$ cat src/rtl/pwm_ramp_seq_pkg.sv
// Shared definitions for the PWM ramp sequencer: FSM state encoding, slave
// register map, PWM register map and CTRL field positions.
package pwm_ramp_seq_pkg;

    typedef enum logic [2:0] {
        StIdle,
        StWrDiv,
        StWrDuty,
        StWait,
        StStep,
        StDone
    } state_e;

    // Slave register map
    localparam logic [1:0] AddrDiv    = 2'd0;
    localparam logic [1:0] AddrTarget = 2'd1;
    localparam logic [1:0] AddrStep   = 2'd2;
    localparam logic [1:0] AddrCtrl   = 2'd3;

    // PWM register map
    localparam logic PwmAddrDiv  = 1'b0;
    localparam logic PwmAddrDuty = 1'b1;

    // CTRL write fields
    localparam int unsigned CtrlStart   = 0;
    localparam int unsigned CtrlAbort   = 1;
    localparam int unsigned CtrlIrqEn   = 2;
    localparam int unsigned CtrlDoneClr = 3;
    localparam int unsigned CtrlIntLsb  = 16;

    // CTRL read fields
    localparam int unsigned StatBusy = 0;
    localparam int unsigned StatDone = 1;

endpackage

$ cat src/rtl/pwm_ramp_step.sv
// Next-duty calculator for the ramp sequencer.
// Moves cur one step toward target, saturating at target (no overshoot, no
// wrap). A zero step jumps straight to target.
// Ports:
//   cur    - current duty value
//   target - final duty value
//   step   - ramp increment magnitude
//   next   - duty value after one step
module pwm_ramp_step #(
    parameter int unsigned DW = 32
) (
    input  logic [DW-1:0] cur,
    input  logic [DW-1:0] target,
    input  logic [DW-1:0] step,
    output logic [DW-1:0] next
);

    always_comb begin
        next = target;
        if (step != '0) begin
            if (target > cur) begin
                if ((target - cur) > step) begin
                    next = cur + step;
                end
            end else if (cur > target) begin
                if ((cur - target) > step) begin
                    next = cur - step;
                end
            end
        end
    end

endmodule

$ cat src/rtl/pwm_ramp_sequencer.sv
// PWM ramp sequencer: slave-configured controller that programs the PWM
// divider and then fades the PWM duty toward a target in steps, writing the
// PWM through a zero-wait, write-only master port.
// Optional feature: define PWM_RAMP_SEQ_IRQ_EN to add the irq output, the
// CTRL irq_en bit (bit2) and the CTRL done-clear bit (bit3).
// Ports:
//   clk, clr_n          - clock, asynchronous active-low reset
//   s_cs, s_wr_n        - slave chip select, active-low write strobe
//   s_addr, s_wr_data   - slave register select (DIV/TARGET/STEP/CTRL), data
//   s_rd_data           - slave read data, combinational from s_addr
//   m_cs, m_wr_n        - master chip select, active-low write strobe
//   m_addr, m_wr_data   - PWM register select (0 div, 1 duty), data
//   irq                 - done & irq_en, registered (optional)
module pwm_ramp_sequencer
    import pwm_ramp_seq_pkg::*;
#(
    parameter int unsigned DW = 32,
    parameter int unsigned IW = 16
) (
    input  logic          clk,
    input  logic          clr_n,
    input  logic          s_cs,
    input  logic          s_wr_n,
    input  logic [1:0]    s_addr,
    input  logic [DW-1:0] s_wr_data,
    output logic [DW-1:0] s_rd_data,
    output logic          m_cs,
    output logic          m_wr_n,
    output logic          m_addr,
    output logic [DW-1:0] m_wr_data
`ifdef PWM_RAMP_SEQ_IRQ_EN
    ,
    output logic          irq
`endif
);

    state_e        state_q, state_d;
    logic [DW-1:0] div_q, target_q, step_q, cur_q, cur_d, next_duty;
    logic [IW-1:0] interval_q, cnt_q, cnt_d;
    logic          busy_q, busy_d, done_q, done_d;
    logic          mcs_d, maddr_d;
    logic [DW-1:0] mdata_d;
    logic          wr_en, ctrl_wr, start_req, abort_req;
    logic          unused_wr_data;

    assign wr_en     = s_cs & ~s_wr_n;
    assign ctrl_wr   = wr_en && (s_addr == AddrCtrl);
    assign start_req = ctrl_wr & s_wr_data[CtrlStart];
    assign abort_req = ctrl_wr & s_wr_data[CtrlAbort];

    assign unused_wr_data = ^s_wr_data;

`ifdef PWM_RAMP_SEQ_IRQ_EN
    logic irq_en_q;
`endif

    // Configuration registers; updates while busy are picked up at next use.
    always_ff @(posedge clk or negedge clr_n) begin
        if (!clr_n) begin
            div_q      <= '0;
            target_q   <= '0;
            step_q     <= '0;
            interval_q <= '0;
`ifdef PWM_RAMP_SEQ_IRQ_EN
            irq_en_q   <= 1'b0;
`endif
        end else if (wr_en) begin
            case (s_addr)
                AddrDiv:    div_q    <= s_wr_data;
                AddrTarget: target_q <= s_wr_data;
                AddrStep:   step_q   <= s_wr_data;
                default: begin
                    interval_q <= s_wr_data[CtrlIntLsb +: IW];
`ifdef PWM_RAMP_SEQ_IRQ_EN
                    irq_en_q   <= s_wr_data[CtrlIrqEn];
`endif
                end
            endcase
        end
    end

    pwm_ramp_step #(
        .DW (DW)
    ) u_step (
        .cur    (cur_q),
        .target (target_q),
        .step   (step_q),
        .next   (next_duty)
    );

    always_comb begin
        state_d = state_q;
        cnt_d   = cnt_q;
        cur_d   = cur_q;
        busy_d  = busy_q;
        done_d  = done_q;
        mcs_d   = 1'b0;
        maddr_d = m_addr;
        mdata_d = m_wr_data;
        if (abort_req) begin
            // Abort wins over start and suppresses any write due this edge.
            state_d = StIdle;
            busy_d  = 1'b0;
        end else begin
            case (state_q)
                StIdle: begin
                    if (start_req) begin
                        state_d = StWrDiv;
                        busy_d  = 1'b1;
                        done_d  = 1'b0;
                    end
                end
                StWrDiv: begin
                    mcs_d   = 1'b1;
                    maddr_d = PwmAddrDiv;
                    mdata_d = div_q;
                    state_d = StWrDuty;
                end
                StWrDuty: begin
                    mcs_d   = 1'b1;
                    maddr_d = PwmAddrDuty;
                    mdata_d = cur_q;
                    if (cur_q == target_q) begin
                        state_d = StDone;
                    end else if (interval_q == '0) begin
                        state_d = StStep;
                    end else begin
                        cnt_d   = interval_q;
                        state_d = StWait;
                    end
                end
                StWait: begin
                    cnt_d = cnt_q - 1'b1;
                    if (cnt_q <= 1) begin
                        state_d = StStep;
                    end
                end
                StStep: begin
                    cur_d   = next_duty;
                    state_d = StWrDuty;
                end
                StDone: begin
                    done_d  = 1'b1;
                    busy_d  = 1'b0;
                    state_d = StIdle;
                end
                default: state_d = StIdle;
            endcase
        end
`ifdef PWM_RAMP_SEQ_IRQ_EN
        if (ctrl_wr && s_wr_data[CtrlDoneClr]) begin
            done_d = 1'b0;
        end
`endif
    end

    always_ff @(posedge clk or negedge clr_n) begin
        if (!clr_n) begin
            state_q   <= StIdle;
            cnt_q     <= '0;
            cur_q     <= '0;
            busy_q    <= 1'b0;
            done_q    <= 1'b0;
            m_cs      <= 1'b0;
            m_wr_n    <= 1'b1;
            m_addr    <= 1'b0;
            m_wr_data <= '0;
        end else begin
            state_q   <= state_d;
            cnt_q     <= cnt_d;
            cur_q     <= cur_d;
            busy_q    <= busy_d;
            done_q    <= done_d;
            m_cs      <= mcs_d;
            m_wr_n    <= ~mcs_d;
            m_addr    <= maddr_d;
            m_wr_data <= mdata_d;
        end
    end

`ifdef PWM_RAMP_SEQ_IRQ_EN
    always_ff @(posedge clk or negedge clr_n) begin
        if (!clr_n) begin
            irq <= 1'b0;
        end else begin
            irq <= done_q & irq_en_q;
        end
    end
`endif

    // Address 1 reads back the live duty, not the programmed target.
    always_comb begin
        s_rd_data = '0;
        case (s_addr)
            AddrDiv:    s_rd_data = div_q;
            AddrTarget: s_rd_data = cur_q;
            AddrStep:   s_rd_data = step_q;
            default: begin
                s_rd_data[CtrlIntLsb +: IW] = interval_q;
                s_rd_data[StatDone]         = done_q;
                s_rd_data[StatBusy]         = busy_q;
`ifdef PWM_RAMP_SEQ_IRQ_EN
                s_rd_data[CtrlIrqEn]        = irq_en_q;
`endif
            end
        endcase
    end

endmodule

$ cat config.mk
export PLATFORM = sky130hd
export DESIGN_NAME = pwm_ramp_sequencer
export DESIGN_NICKNAME = d
export VERILOG_FILES = /design/src/rtl/pwm_ramp_seq_pkg.sv /design/src/rtl/pwm_ramp_step.sv /design/src/rtl/pwm_ramp_sequencer.sv
export SDC_FILE = /design/constraint.sdc
export NUM_CORES = 1
export LEC_CHECK = 0
export BUFFER_PORTS_ARGS = -buffer_cell sky130_fd_sc_hd__buf_2
export CAP_MARGIN = 20
export CORE_ASPECT_RATIO = 0.8
export CORE_UTILIZATION = 28
export CTS_BUF_LIST = sky130_fd_sc_hd__clkbuf_2
export CTS_CLUSTER_SIZE = 30
export DETAILED_ROUTE_END_ITERATION = 16
export PLACE_DENSITY = 0.41
export REMOVE_ABC_BUFFERS = 1
export SLEW_MARGIN = 10
export SYNTH_ARGS = -nofsm -noshare
export SYNTH_HDL_FRONTEND = slang
export SYNTH_HIERARCHICAL = 1
export SYNTH_SLANG_ARGS = --single-unit
$ cat constraint.sdc
create_clock -name clk -period 7 [get_ports clk]
set_clock_uncertainty 0.2 [all_clocks]
set_input_delay 1.05 -clock clk [delete_from_list [all_inputs] [get_ports clk]]
set_output_delay 1.05 -clock clk [all_outputs]
set_load 0.1 [all_outputs]
== Word-level counts from Yosys, hierarchy flattened ==
Index checks and enable logic that the tools add are counted.
Cells by class
  add/sub/neg operators: 5
  $mul: 0
  divide/modulo/power cells: 0
  $lt $le $gt $ge: 5
  eq/ne operators: 14
  shifts and indexed selects: 0
  mux-type cells: 26
  bitwise gates (word level): 7
  reduce and logical (&&, ||, !) cells: 22
Operator list (number)
  $mux 32: 5
  $gt 32x32->1: 4
  $sub 32x32->32: 3
  $pmux 32 s2: 1
  $pmux 16 s3: 1
  $pmux 14 s3: 1
  $add 32x32->32: 1
  $eq 32x32->1: 1
  $mux 16: 2
  $pmux 16 s2: 1
  $reduce_bool 32->1: 1
  $le 16x1->1 const B: 1
  $logic_not 16->1: 1
  $reduce_and 2->1: 8
  $sub 16x1->16 const B: 1
  $mux 3: 5
  $pmux 3 s4: 1
  $eq 3x2->1 const B: 2
  $eq 3x3->1 const B: 2
  $ne 2x2->1 const B: 3
  $ne 3x3->1 const B: 2
  $pmux 1 s2: 3
  $pmux 2 s3: 1
  $reduce_bool 2->1: 3
  14 further kinds: 25
Word-level totals
  flip-flop bits (word level): 200
  bits in latches: 0
  bits in writable memories: 0
  bits in read-only memories: 0
  input bits: 38
  output and inout port bits: 67
  word-level logic and storage cells: 92
  memories: 0

== Depth between registers and ports, before layout ==
  word-level depth: 7
  mapped depth: 27

== Modules after synthesis ==
Netlist, hierarchy kept.
By module, submodules not included
  pwm_ramp_sequencer: instances 1, cells each 789, area each 9517.9 sq um, seq. area each 5006.1 sq um
  pwm_ramp_step: instances 1, cells each 1308, area each 9016.1 sq um, seq. area each 0.0 sq um

== Least setup slack after synthesis ==
OpenSTA, ideal clock, no wires.
  kind: reg-to-reg
  from: register cur_q[1]
  to: register cur_q[5]
  library setup time: 0.128 ns
  data arrival time: 4.962 ns
  setup slack: 1.711 ns
  cell stages (with the launch flop): 25
  buffers on the path: 1
  clock period less this slack: 5.289 ns
  path through: dfrtp_1 -> inv_1 -> ha_1 -> nor2b_1 -> o21ai_0 -> a21oi_1 -> o31ai_1 -> a211o_1 -> o21ai_1 -> a2111oi_0 -> a211o_1 -> o21ai_1 -> xor2_1 -> ha_1 -> nand4_1 -> nor4_1 -> nand4b_1 -> o31ai_1 -> o21a_1 -> clkbuf_1 -> nor2_1 -> a21oi_1 -> a22oi_1 -> o22a_1 -> mux2_1
On the way
  cells in the longest elaborated chain, start to end: 6
  elaborated cells on any way between the ends: 13
Ends and longest elaborated chain
  start: declaration: line pwm_ramp_sequencer.sv:38  | logic [DW-1:0] div_q, target_q, step_q, cur_q, cur_d, next_duty;
  start signal: assignment: line pwm_ramp_sequencer.sv:171  | cur_q <= cur_d;
  $sub 32x32->32: line pwm_ramp_step.sv:26  | if ((cur - target) > step) begin
  $gt 32x32->1: line pwm_ramp_step.sv:26
  $mux 32: line pwm_ramp_step.sv:26
  $mux 32: line pwm_ramp_step.sv:25  | end else if (cur > target) begin
  $mux 32 (*): line pwm_ramp_step.sv:21  | if (target > cur) begin
  $mux 32 (*): line pwm_ramp_step.sv:20  | if (step != '0) begin
  named net next_duty[5]: line pwm_ramp_sequencer.sv:38
Mark *: on every way through the listed nets, which the timed path passes. The rest lies on a longest branch.
A chain may end at the register's enable or synchronous reset.

== Final worst setup path ==
  from: register cur_q[1]
  to: register cur_q[28]
The elaborated chain is that of the path after synthesis.

==> results.json <==
{
  "criticalPathCategory": "reg2reg",
  "die_area_um2": 67200,
  "whs_path_depth": 3,
  "synth_ff_type": "dfrtp_1",
  "nFillCells": 7007,
  "routed_via_density": 5.51,
  "cp_slowest_cell": "dfrtp_1",
  "end_kind": "flip-flop",
  "syn-cell-area_um2": 18500,
  "period_share_pct": 92.9,
  "grt_use_total_pct": 22.3,
  "postCtsSetupBuffers": 0,
  "cts_tree": "done",
  "maxSlewViolCount": 0,
  "io_buffers": 104,
  "dp_cells": 2995,
  "fin_setup_tns_ns": 0,
  "timing.fmax_mhz": 154,
  "antenna_found_initial": 3,
  "synth_top_area_share_pct": 26.9,
  "worst_pin_slew_ns": 0.954,
  "insertion_delay_ns": 0.94,
  "cts.clk_slew.worst_paths_ns": 0.29,
  "synth_area_per_cell_um2": 8.84,
  "htreeDepth": 4,
  "die_h_um": 232,
  "die_w_um": 290,
  "required_ns": 7.64,
  "drive_gt1_share_pct": 17.7,
  "grt_max_degree": 114,
  "avgRoutedWirePerCell_um": 24.8,
  "coreArea_um2": 64800,
  "ys_types": 104,
  "clock_path_buffers": 2,
  "async_flop_share_pct": 100,
  "ys_seq_area_share_pct": 27.0,
  "cts_root_buffer": "clkbuf_2",
  "grt_overflow_total": 0,
  "cp_slowest_stage_delay_ns": 0.52,
  "syn_to_final_growth_pct": 9.38,
  "reg2reg_depth": 24,
  "critPathLaunchType": "flip-flop",
  "max_slew_margin_pct": 34.8,
  "row_count": 83,
  "nets": 2405,
  "synth_area_leader_cell": "dfrtp_1",
  "reg2reg_slack_ns": 0.50,
  "dp_hpwl_mm": 61.0,
  "min_period_ns": 6.50,
  "synth_area_leaders": "dfrtp_1, ha_1, mux2_2, a21oi_1, nor2_1",
  "clock-sinks": 200,
  "path_max_fanout": 13,
  "ys_seq_elements": 200,
  "yosysWarnings": 6,
  "timing.rr.end": "cur_q[28]",
  "io_pins": 105,
  "crit_top_cell": "o21ai_0",
  "routed_wl_mm": 75.3,
  "synth_edf_count": 0,
  "worstHoldEndpoint": "interval_q[6]",
  "dr.pass1.iters": 6,
  "gp_congestion": 0.939,
  "maxCapViolations": 0,
  "status": "finished clean",
  "start_util_pct": 28.6,
  "finalNonFillerCells": 3038,
  "rsz0062_at_grt": "false",
  "netlist_instances": 2097,
  "crit_chain": "inv_1 > ha_1 > nor2b_1 > o21ai_0 > a21boi_1 > o21ai_0 > nor2b_1 > o21ai_0 > a21boi_1 > o31ai_2 > a21oi_1 > xnor2_1 > ha_1 > a21oi_1 > o21ai_0 > a221oi_1 > o21ai_0 > a21o_1 > and4b_4 > nand2_4 > or4_4 > o211ai_2 > a21oi_2 > mux2_2",
  "reg2reg_from": "cur_q[1]",
  "setup_viol": 0,
  "hold_class": "in2reg",
  "cts_made_buffers": 17,
  "grt_pass1_vias": 16000,
  "hp-start": "s_wr_data[22]",
  "finalHoldViolCount": 0,
  "vias": 16800,
  "drt_iter0_drc": 1640,
  "drcViolationCount": 0,
  "arrival_ns": 7.14,
  "grt_first_pass_wirelength_mm": 110,
  "drtAntennaViolNets": 0
}
layer usage:
metal / up-vias / track usage [%] / routed length [um]
met4: 0 / 3.40 / 669
met5: - / 0 / 0
met3: 39 / 4.19 / 4950
met1: 8442 / 35.7 / 39700
li1: 7727 / - / -
met2: 543 / 30.4 / 30000
kinds of logic (layout without fill, tap and decap cells):
| logic type | Yosys count | after routing | synth area share (%) |
|---|---|---|---|
| xor+xnor | 128 | 128 | 6.05 |
| mux | 195 | 195 | 12.7 |
| buf+inv | 250 | 338 | 5.75 |
| compound gates | 589 | 589 | 20.7 |
| simple gates | 540 | 540 | 14.5 |
| fa+ha+maj | 195 | 195 | 13.3 |
| flops | 200 | 200 | 27.0 |
| other cells | 0 | 3 | 0 |
through the flow:
stage	utilization, %	worst slack (ns)	area [um2]	hold WS, ns
2_1_floorplan	-	1.32	18000	0.269
3_3_place_gp	30.8	0.430	20000	0.286
3_5_place_dp	30.9	0.414	20000	0.286
4_1_cts	31.3	0.357	20300	0.000903
5_1_grt	31.3	0.110	20300	0.0288
6_report	31.3	0.500	20300	0.155
worst max-delay path: cells and delay by family, from the launching register on:
kind,cells,cell delay (ns)
xor+xnor,1,0.12
buf+inv,1,0.25
simple gates,5,1.41
mux,1,0.28
flops,1,0.52
compound gates,14,2.99
fa+ha+maj,2,0.63
layout make-up:
type                       count  area, um2  share of cell area (%)
multi-input combinational   1647      12500                    61.6
timing repair buffer         159        971                    4.79
tap                          850       1060                    5.25
clock inverter                11       77.6                   0.383
inverter                     147        552                    2.72
clock buffer                  21        105                   0.518
antenna                        3       7.51                  0.0370
sequential                   200       5010                    24.7
repair_timing:
action | in CTS | in global routing
endpoints found under the hold margin | 117 | 0
hold buffers | 8 | 0
resized for setup | 0 | 1
setup endpoints to repair | 0 | 2
cell usage after synthesis, types with 8 or more instances:
library cell / number
ha_1: 191
a21o_1: 50
nand3_1: 17
inv_1: 147
nand4_1: 37
o221ai_1: 12
mux4_2: 17
clkbuf_1: 42
o21ai_0: 94
nand2b_1: 15
o21ai_1: 19
nor2b_1: 19
o21ai_2: 11
a31oi_1: 8
o31ai_1: 17
mux2_2: 125
and3_1: 8
o21bai_1: 29
a22oi_1: 23
nor4_1: 30
buf_1: 9
mux2i_1: 48
o21a_1: 10
xor2_1: 61
nor2_1: 171
nand2_1: 143
a211oi_1: 12
o211ai_1: 16
xnor2_1: 67
a21oi_1: 207
dfrtp_1: 199
a211o_1: 8
buf_2: 39
nor3_1: 46
layout by cell type, fill, tap and decap left out, types with 17 or more instances in the layout:
cell type,instances
xor2_1,61
nand4_1,37
nand2_1,143
o21ai_1,19
nor2_1,171
xnor2_1,67
a21oi_1,207
mux4_2,17
buf_2,103
clkbuf_2,21
buf_4,46
mux2_2,125
ha_1,191
a22oi_1,23
nor2b_1,18
inv_1,147
nor4_1,30
mux2i_1,48
o21bai_1,29
o21ai_0,94
a21o_1,50
nor3_1,44
nand3_1,17
dfrtp_1,199
sequential cells by signal, summed over array words and instances (netlist names), 3 cells and up:
signal	count
cur_q	32
div_q	32
m_wr_data	32
step_q	32
target_q	32
cnt_q	16
interval_q	16
state_q	3
worst max path at each step:
stage                     startpoint        end  slack (ns)  cells past startpoint
after floorplan             cur_q[1]  cur_q[22]        1.32                     22
after global placement      cur_q[1]  cur_q[28]        0.43                     24
after detailed placement    cur_q[1]  cur_q[28]        0.41                     24
after CTS                   cur_q[1]  cur_q[28]        0.36                     24
after global routing        cur_q[3]  cur_q[26]        0.11                     23
final                       cur_q[1]  cur_q[28]        0.50                     24
Power is left out: the tool's default activity adds up to more than one toggle a clock period on the data nets, which glitch-free logic cannot reach.
